--- src/rtl/aurora_pkg.sv ---
// Shared types and constants for the lane transmit path.
// Symbol classes, scheduler states and default timing.
package aurora_pkg;

    localparam int MAX_LINKS         = 4;
    localparam int MAX_LINKS_SIZE    = 2;
    localparam int AXI_DATA_SIZE     = 32;
    localparam int CC_PERIOD_DEFAULT = 2500;
    localparam int CC_LEN_DEFAULT    = 3;

    typedef enum logic [2:0] {
        SYM_IDLE,
        SYM_SCP,
        SYM_ECP,
        SYM_CC,
        SYM_DATA
    } tx_sym_e;

    typedef enum logic [2:0] {
        S_DOWN,
        S_IDLE,
        S_SOF,
        S_DATA,
        S_EOF,
        S_CC
    } tx_sched_state_e;

endpackage

--- src/rtl/cc_timer.sv ---
// Clock-compensation period counter with a sticky request flag.
// Held cleared while disabled so the period restarts on link-up.
module cc_timer
    import aurora_pkg::*;
#(
    parameter int CC_PERIOD = CC_PERIOD_DEFAULT
) (
    input  logic clk,
    input  logic rst,
    input  logic enable,
    input  logic clear_req,
    output logic cc_due
);

    localparam int CW = (CC_PERIOD > 1) ? $clog2(CC_PERIOD) : 1;
    localparam logic [CW-1:0] LAST = CW'(CC_PERIOD - 1);

    logic [CW-1:0] cnt;
    logic          wrap;

    assign wrap = (cnt == LAST);

    // A wrap wins over a clear; repeated wraps collapse into one request.
    always_ff @(posedge clk) begin
        if (rst || !enable) begin
            cnt    <= '0;
            cc_due <= 1'b0;
        end else begin
            cnt <= wrap ? '0 : cnt + CW'(1);
            if (wrap) begin
                cc_due <= 1'b1;
            end else if (clear_req) begin
                cc_due <= 1'b0;
            end
        end
    end

endmodule

--- src/rtl/tx_frame_scheduler.sv ---
// Per-lane transmit sequencer: IDLE / SCP / DATA / ECP / CC.
// Registered symbol outputs; axi_ready is combinational.
module tx_frame_scheduler
    import aurora_pkg::*;
#(
    parameter int MAX_LINKS      = aurora_pkg::MAX_LINKS,
    parameter int MAX_LINKS_SIZE = aurora_pkg::MAX_LINKS_SIZE,
    parameter int AXI_DATA_SIZE  = aurora_pkg::AXI_DATA_SIZE,
    parameter int CC_PERIOD      = CC_PERIOD_DEFAULT,
    parameter int CC_LEN         = CC_LEN_DEFAULT
) (
    input  logic                      clk,
    input  logic                      rst,
    input  logic                      single_lane,
    input  logic [MAX_LINKS_SIZE-1:0] lane_select,
    input  logic                      channel_init_finished,
    input  logic                      axi_valid,
    input  logic                      axi_last,
    input  logic [AXI_DATA_SIZE-1:0]  axi_data,
    output logic                      axi_ready,
    output tx_sym_e                   tx_sym,
    output logic [AXI_DATA_SIZE-1:0]  tx_data,
    output logic [MAX_LINKS-1:0]      tx_lane_en,
    output logic                      frame_abort
);

    localparam int LW = $clog2(CC_LEN + 1);

    tx_sched_state_e state, state_nxt;
    tx_sched_state_e ret_state, ret_nxt;
    logic [LW-1:0]   cc_cnt, cnt_nxt;

    logic                 cc_due;
    logic                 clear_req;
    logic                 chan;
    logic                 beat;
    logic                 abort_nxt;
    tx_sym_e              sym_nxt;
    logic [MAX_LINKS-1:0] lane_mask;

    assign chan = channel_init_finished;

    cc_timer #(
        .CC_PERIOD(CC_PERIOD)
    ) u_cc_timer (
        .clk      (clk),
        .rst      (rst),
        .enable   (state != S_DOWN),
        .clear_req(clear_req),
        .cc_due   (cc_due)
    );

    always_ff @(posedge clk) begin
        if (rst) begin
            state     <= S_DOWN;
            ret_state <= S_IDLE;
            cc_cnt    <= '0;
        end else begin
            state     <= state_nxt;
            ret_state <= ret_nxt;
            cc_cnt    <= cnt_nxt;
        end
    end

    // A preempting burst emits its first CC in the deciding cycle,
    // so S_CC then covers the remaining CC_LEN-1 cycles.
    always_comb begin
        state_nxt = state;
        ret_nxt   = ret_state;
        cnt_nxt   = cc_cnt;
        if (state != S_DOWN && !chan) begin
            state_nxt = S_DOWN;
        end else begin
            unique case (state)
                S_DOWN: begin
                    if (chan) state_nxt = S_IDLE;
                end
                S_IDLE, S_DATA: begin
                    if (cc_due) begin
                        ret_nxt = state;
                        cnt_nxt = LW'(1);
                        if (CC_LEN > 1) state_nxt = S_CC;
                    end else if (state == S_IDLE) begin
                        if (axi_valid) state_nxt = S_SOF;
                    end else if (beat && axi_last) begin
                        state_nxt = S_EOF;
                    end
                end
                S_SOF: state_nxt = S_DATA;
                S_EOF: begin
                    if (cc_due) begin
                        state_nxt = S_CC;
                        ret_nxt   = S_IDLE;
                        cnt_nxt   = '0;
                    end else begin
                        state_nxt = S_IDLE;
                    end
                end
                S_CC: begin
                    if (cc_cnt >= LW'(CC_LEN - 1)) begin
                        state_nxt = ret_state;
                    end else begin
                        cnt_nxt = cc_cnt + LW'(1);
                    end
                end
                default: state_nxt = S_DOWN;
            endcase
        end
    end

    always_comb begin
        axi_ready = (state == S_DATA) && !cc_due && chan;
        beat      = axi_valid && axi_ready;
        abort_nxt = !chan && ((state == S_SOF) || (state == S_DATA) ||
                    ((state == S_CC) && (ret_state == S_DATA)));
        sym_nxt   = SYM_IDLE;
        if (chan) begin
            unique case (state)
                S_IDLE:  sym_nxt = cc_due ? SYM_CC : SYM_IDLE;
                S_SOF:   sym_nxt = SYM_SCP;
                S_DATA: begin
                    if (cc_due)    sym_nxt = SYM_CC;
                    else if (beat) sym_nxt = SYM_DATA;
                    else           sym_nxt = SYM_IDLE;
                end
                S_EOF:   sym_nxt = SYM_ECP;
                S_CC:    sym_nxt = SYM_CC;
                default: sym_nxt = SYM_IDLE;
            endcase
        end
        clear_req = (sym_nxt == SYM_CC);
    end

    // Out-of-range selects fall back to lane 0.
    always_comb begin
        lane_mask = '0;
        if (!single_lane) begin
            lane_mask = '1;
        end else begin
            for (int i = 0; i < MAX_LINKS; i++) begin
                if (lane_select == MAX_LINKS_SIZE'(i)) lane_mask[i] = 1'b1;
            end
            if (lane_mask == '0) lane_mask[0] = 1'b1;
        end
    end

    always_ff @(posedge clk) begin
        if (rst) begin
            tx_sym      <= SYM_IDLE;
            tx_data     <= '0;
            tx_lane_en  <= '0;
            frame_abort <= 1'b0;
        end else begin
            tx_sym      <= sym_nxt;
            frame_abort <= abort_nxt;
            if (beat) tx_data <= axi_data;
            if (state == S_IDLE) tx_lane_en <= lane_mask;
        end
    end

endmodule

--- config.mk ---
export PLATFORM = sky130hd
export DESIGN_NAME = tx_frame_scheduler
export DESIGN_NICKNAME = d
export VERILOG_FILES = /design/src/rtl/aurora_pkg.sv /design/src/rtl/cc_timer.sv /design/src/rtl/tx_frame_scheduler.sv
export SDC_FILE = /design/constraint.sdc
export NUM_CORES = 1
export LEC_CHECK = 0
export CAP_MARGIN = 20
export CORE_MARGIN = 4
export CORE_UTILIZATION = 30
export CTS_BUF_LIST = sky130_fd_sc_hd__clkbuf_4
export DETAILED_ROUTE_END_ITERATION = 7
export MAX_ROUTING_LAYER = met4
export SLEW_MARGIN = 20
export SYNTH_ARGS = -nofsm -noshare
export SYNTH_HDL_FRONTEND = slang
export SYNTH_SLANG_ARGS = --single-unit
export TNS_END_PERCENT = 50
--- constraint.sdc ---
create_clock -name clk -period 2.2 [get_ports clk]
set_input_delay 0.44 -clock clk [delete_from_list [all_inputs] [get_ports clk]]
set_output_delay 0.44 -clock clk [all_outputs]
set_load 0.005 [all_outputs]
==> results.ini <==
[timing]
tightest_slew_ps = 410.3
grt_setup_unrepaired = no
period_needed_ps = 2081
fin_crit_sh_pct = 94.61
finalSetupViolCount = 0
slew_violations = 0
maxSlewHeadroom_pct = 71.94
hold_viol_final = 0
finClkSkew_ps = 8.453
max_freq_mhz = 480.4
setup_ws_ps = 118.5
setup-tns-final_ps = 0

[setup_path]
setup.worst_path.end_class = output port
crit_fanout = 2
worst_ep_required_time_ps = 1760
ff2ff_setup_slack_ps = 530
cp.arrival_ps = 1640
worstSetupPathType = primary input to output port
timing.rr.start = state[2]
crit_start = channel_init_finished
start_kind = primary input

[layout]
antenna_cells = 0
drive_above_1_share_pct = 7.980
area_growth_pct = 41.94
fin_util_pct = 44.45
nets = 441

[worst_hold_path]
hp-class = register to register
hp-start = u_cc_timer.cnt[0]

[placed_design]
place_ws_ps = 78.36
hpwl_um = 4721
gp_congestion = 0.8388
port_buffers = 80

[die]
top_level_ports = 81
core_area_um2 = 8382
die_h_um = 101.5
start_util_pct = 31.32
die_area_um2 = 10310
fp-row-count = 33
die_w_um = 101.5

[synthesis]
ys_types = 50
synth_cells = 315
ys_async_sr_fraction_pct = 0
synth-simple-area-share_pct = 26.74
synth_compound_gate_area_share_pct = 15.92
synth_area_per_cell_um2 = 8.333
synthAdderAreaFrac_pct = 2.383
synthesis.nets = 360
synth-edff-count = 0
synth-main-ff-cell = dfxtp_1
ys_seq_area_share_pct = 46.52
synth_top_family_by_area = simple AND/OR/NAND/NOR gates
synth_warnings = 0
yosys-mux-area-fraction_pct = 0.3813
synth_xor_xnor_area_share_pct = 3.337
synth_area_um2 = 2625
ys_ff_latch = 61

[run_status]
status = completed

[pwr]
vdd_drop_max_v = 0.0002541
p_seq_share_pct = 50.6
clockPowerShare_pct = 38.6
leakagePower_nw = 1.305
power_density_nw_per_um2 = 598.7
switching_share_pct = 23.04
p_sw_mw = 0.5139
comb_power_share_pct = 10.8
p_int_mw = 1.717

[route]
wl_per_cell_um = 13.15
wl_um = 6652
drt-initial-drc-count = 102
dr.pass1.iters = 4
vias_per_cell = 4.692
ant_nets = 0
routed-via-count = 2374
drc = 0

[clocking]
clock_latency_ps = 410
cts_sinks = 61
cts_buffers = 9
cts_tree = built
path_clk_slew_ps = 90
htreeDepth = 3
clockRootBuffer = clkbuf_4
cts_hold_buf = 0
clock_path_buffers = 2

[job]
max_cap_violations = 0

[global_routing]
antenna_found_initial = 0
grt_pass1_vias = 2220
grt_first_pass_wirelength_um = 10740
globalRouteTotalUtil_pct = 13.83
grt_max_degree = 34
overflow = 0

-- layer usage --
layer,global-route usage (%),vias up,wire length [µm]
li1,-,1234,-
met1,16.81,1074,2987
met2,20.57,59,3143
met3,5.923,7,435
met4,4.601,0,86
met5,-,-,0
-- power by group through the flow --
stage                     Clock (mW)  Sequential (mW)  Combinational [mW]
after global placement             0             1.15               0.237
final                          0.862             1.13               0.240
after CTS                      0.902             1.13               0.241
after detailed placement           0             1.15               0.237
after global routing           0.965             1.13               0.263
after floorplan                    0             1.16               0.111
-- layout make-up --
cell class / instances / area (µm²)
sequential: 61 / 1221
clock inverter: 6 / 77.57
clock buffer: 10 / 75.07
timing repair buffer: 92 / 915.9
multi-input combinational: 227 / 1286
tap: 105 / 131.4
fill: 836 / 4656
inverter: 5 / 18.77
-- cell families (layout without fill, tap and decap cells) --
| family | Yosys count | in the layout |
|---|---|---|
| and+or+nand+nor | 144 | 144 |
| muxes | 1 | 1 |
| DFF | 61 | 61 |
| AOI/OAI and AO/OA | 67 | 67 |
| xor gates and xnor gates | 10 | 10 |
| buffers and inverters | 27 | 113 |
| adders and majority gates | 5 | 5 |
-- flip-flops by register name (all words and copies together) (netlist names) --
register,cells
tx_data,32
u_cc_timer.cnt,12
tx_lane_en,4
ret_state,3
state,3
tx_sym,3
cc_cnt,2
frame_abort,1
u_cc_timer.cc_due,1
-- worst max-delay path: stages --
cell and delay, ps:
clkdlybuf4s50_1 530, and3_1 170, clkdlybuf4s50_1 500
-- path summary, 6_finish.rpt --
kind,endpoint,depth (start not counted)
worst max-delay path,axi_ready,3
worst min-delay path,u_cc_timer.cnt[0],1
worst max register to register,u_cc_timer.cc_due,6
worst min register to register,u_cc_timer.cnt[0],1
-- placed cells by master, fill, tap and decap left out, types with 3 or more instances in the layout --
master / synthesis / layout
nor3_1: 7 / 7
and4_1: 3 / 3
nand2_1: 72 / 72
nor2_1: 22 / 22
clkdlybuf4s50_1: 0 / 80
buf_4: 1 / 10
nand3_1: 5 / 5
nand2b_1: 7 / 7
o21ai_0: 3 / 3
inv_1: 5 / 5
a21oi_1: 40 / 40
a31oi_1: 5 / 5
ha_1: 5 / 5
xor2_1: 9 / 9
and2_1: 3 / 3
a311oi_1: 3 / 3
nand4_1: 5 / 5
clkbuf_4: 0 / 10
and3_1: 3 / 3
dfxtp_1: 61 / 61
-- synth_stat cells, types with 3 or more instances --
cell type,number,area share [%]
nand3_1,5,0.95
a21oi_1,40,7.6
o21ai_0,3,0.57
dfxtp_1,61,47
and3_1,3,0.72
xor2_1,9,3.0
and2_1,3,0.72
a31oi_1,5,1.2
nand2b_1,7,1.7
ha_1,5,2.4
nand2_1,72,10
nor2_1,22,3.1
inv_1,5,0.72
and4_1,3,1.0
clkbuf_1,11,1.6
nor3_1,7,1.3
a311oi_1,3,1.0
nand4_1,5,1.2
buf_2,9,1.7
-- repair_timing --
action                                  CTS  global route
resized for setup                         1             0
endpoints found under the setup margin    1             0
buffers inserted                          1             0
-- metrics by stage --
stage | instance area (µm²) | total power [mW] | instances | hold slack, ps
global placement | 3560 | 1.391 | 489 | 429.7
detailed placement | 3560 | 1.392 | 489 | 437.7
finish | 3726 | 2.231 | 506 | 447.8
floorplan | 2625 | 1.267 | 315 | 412.9
CTS | 3726 | 2.273 | 506 | 453.7
global route | 3726 | 2.360 | 506 | 471.6
Note: power is estimated with default switching activity, not from simulation.
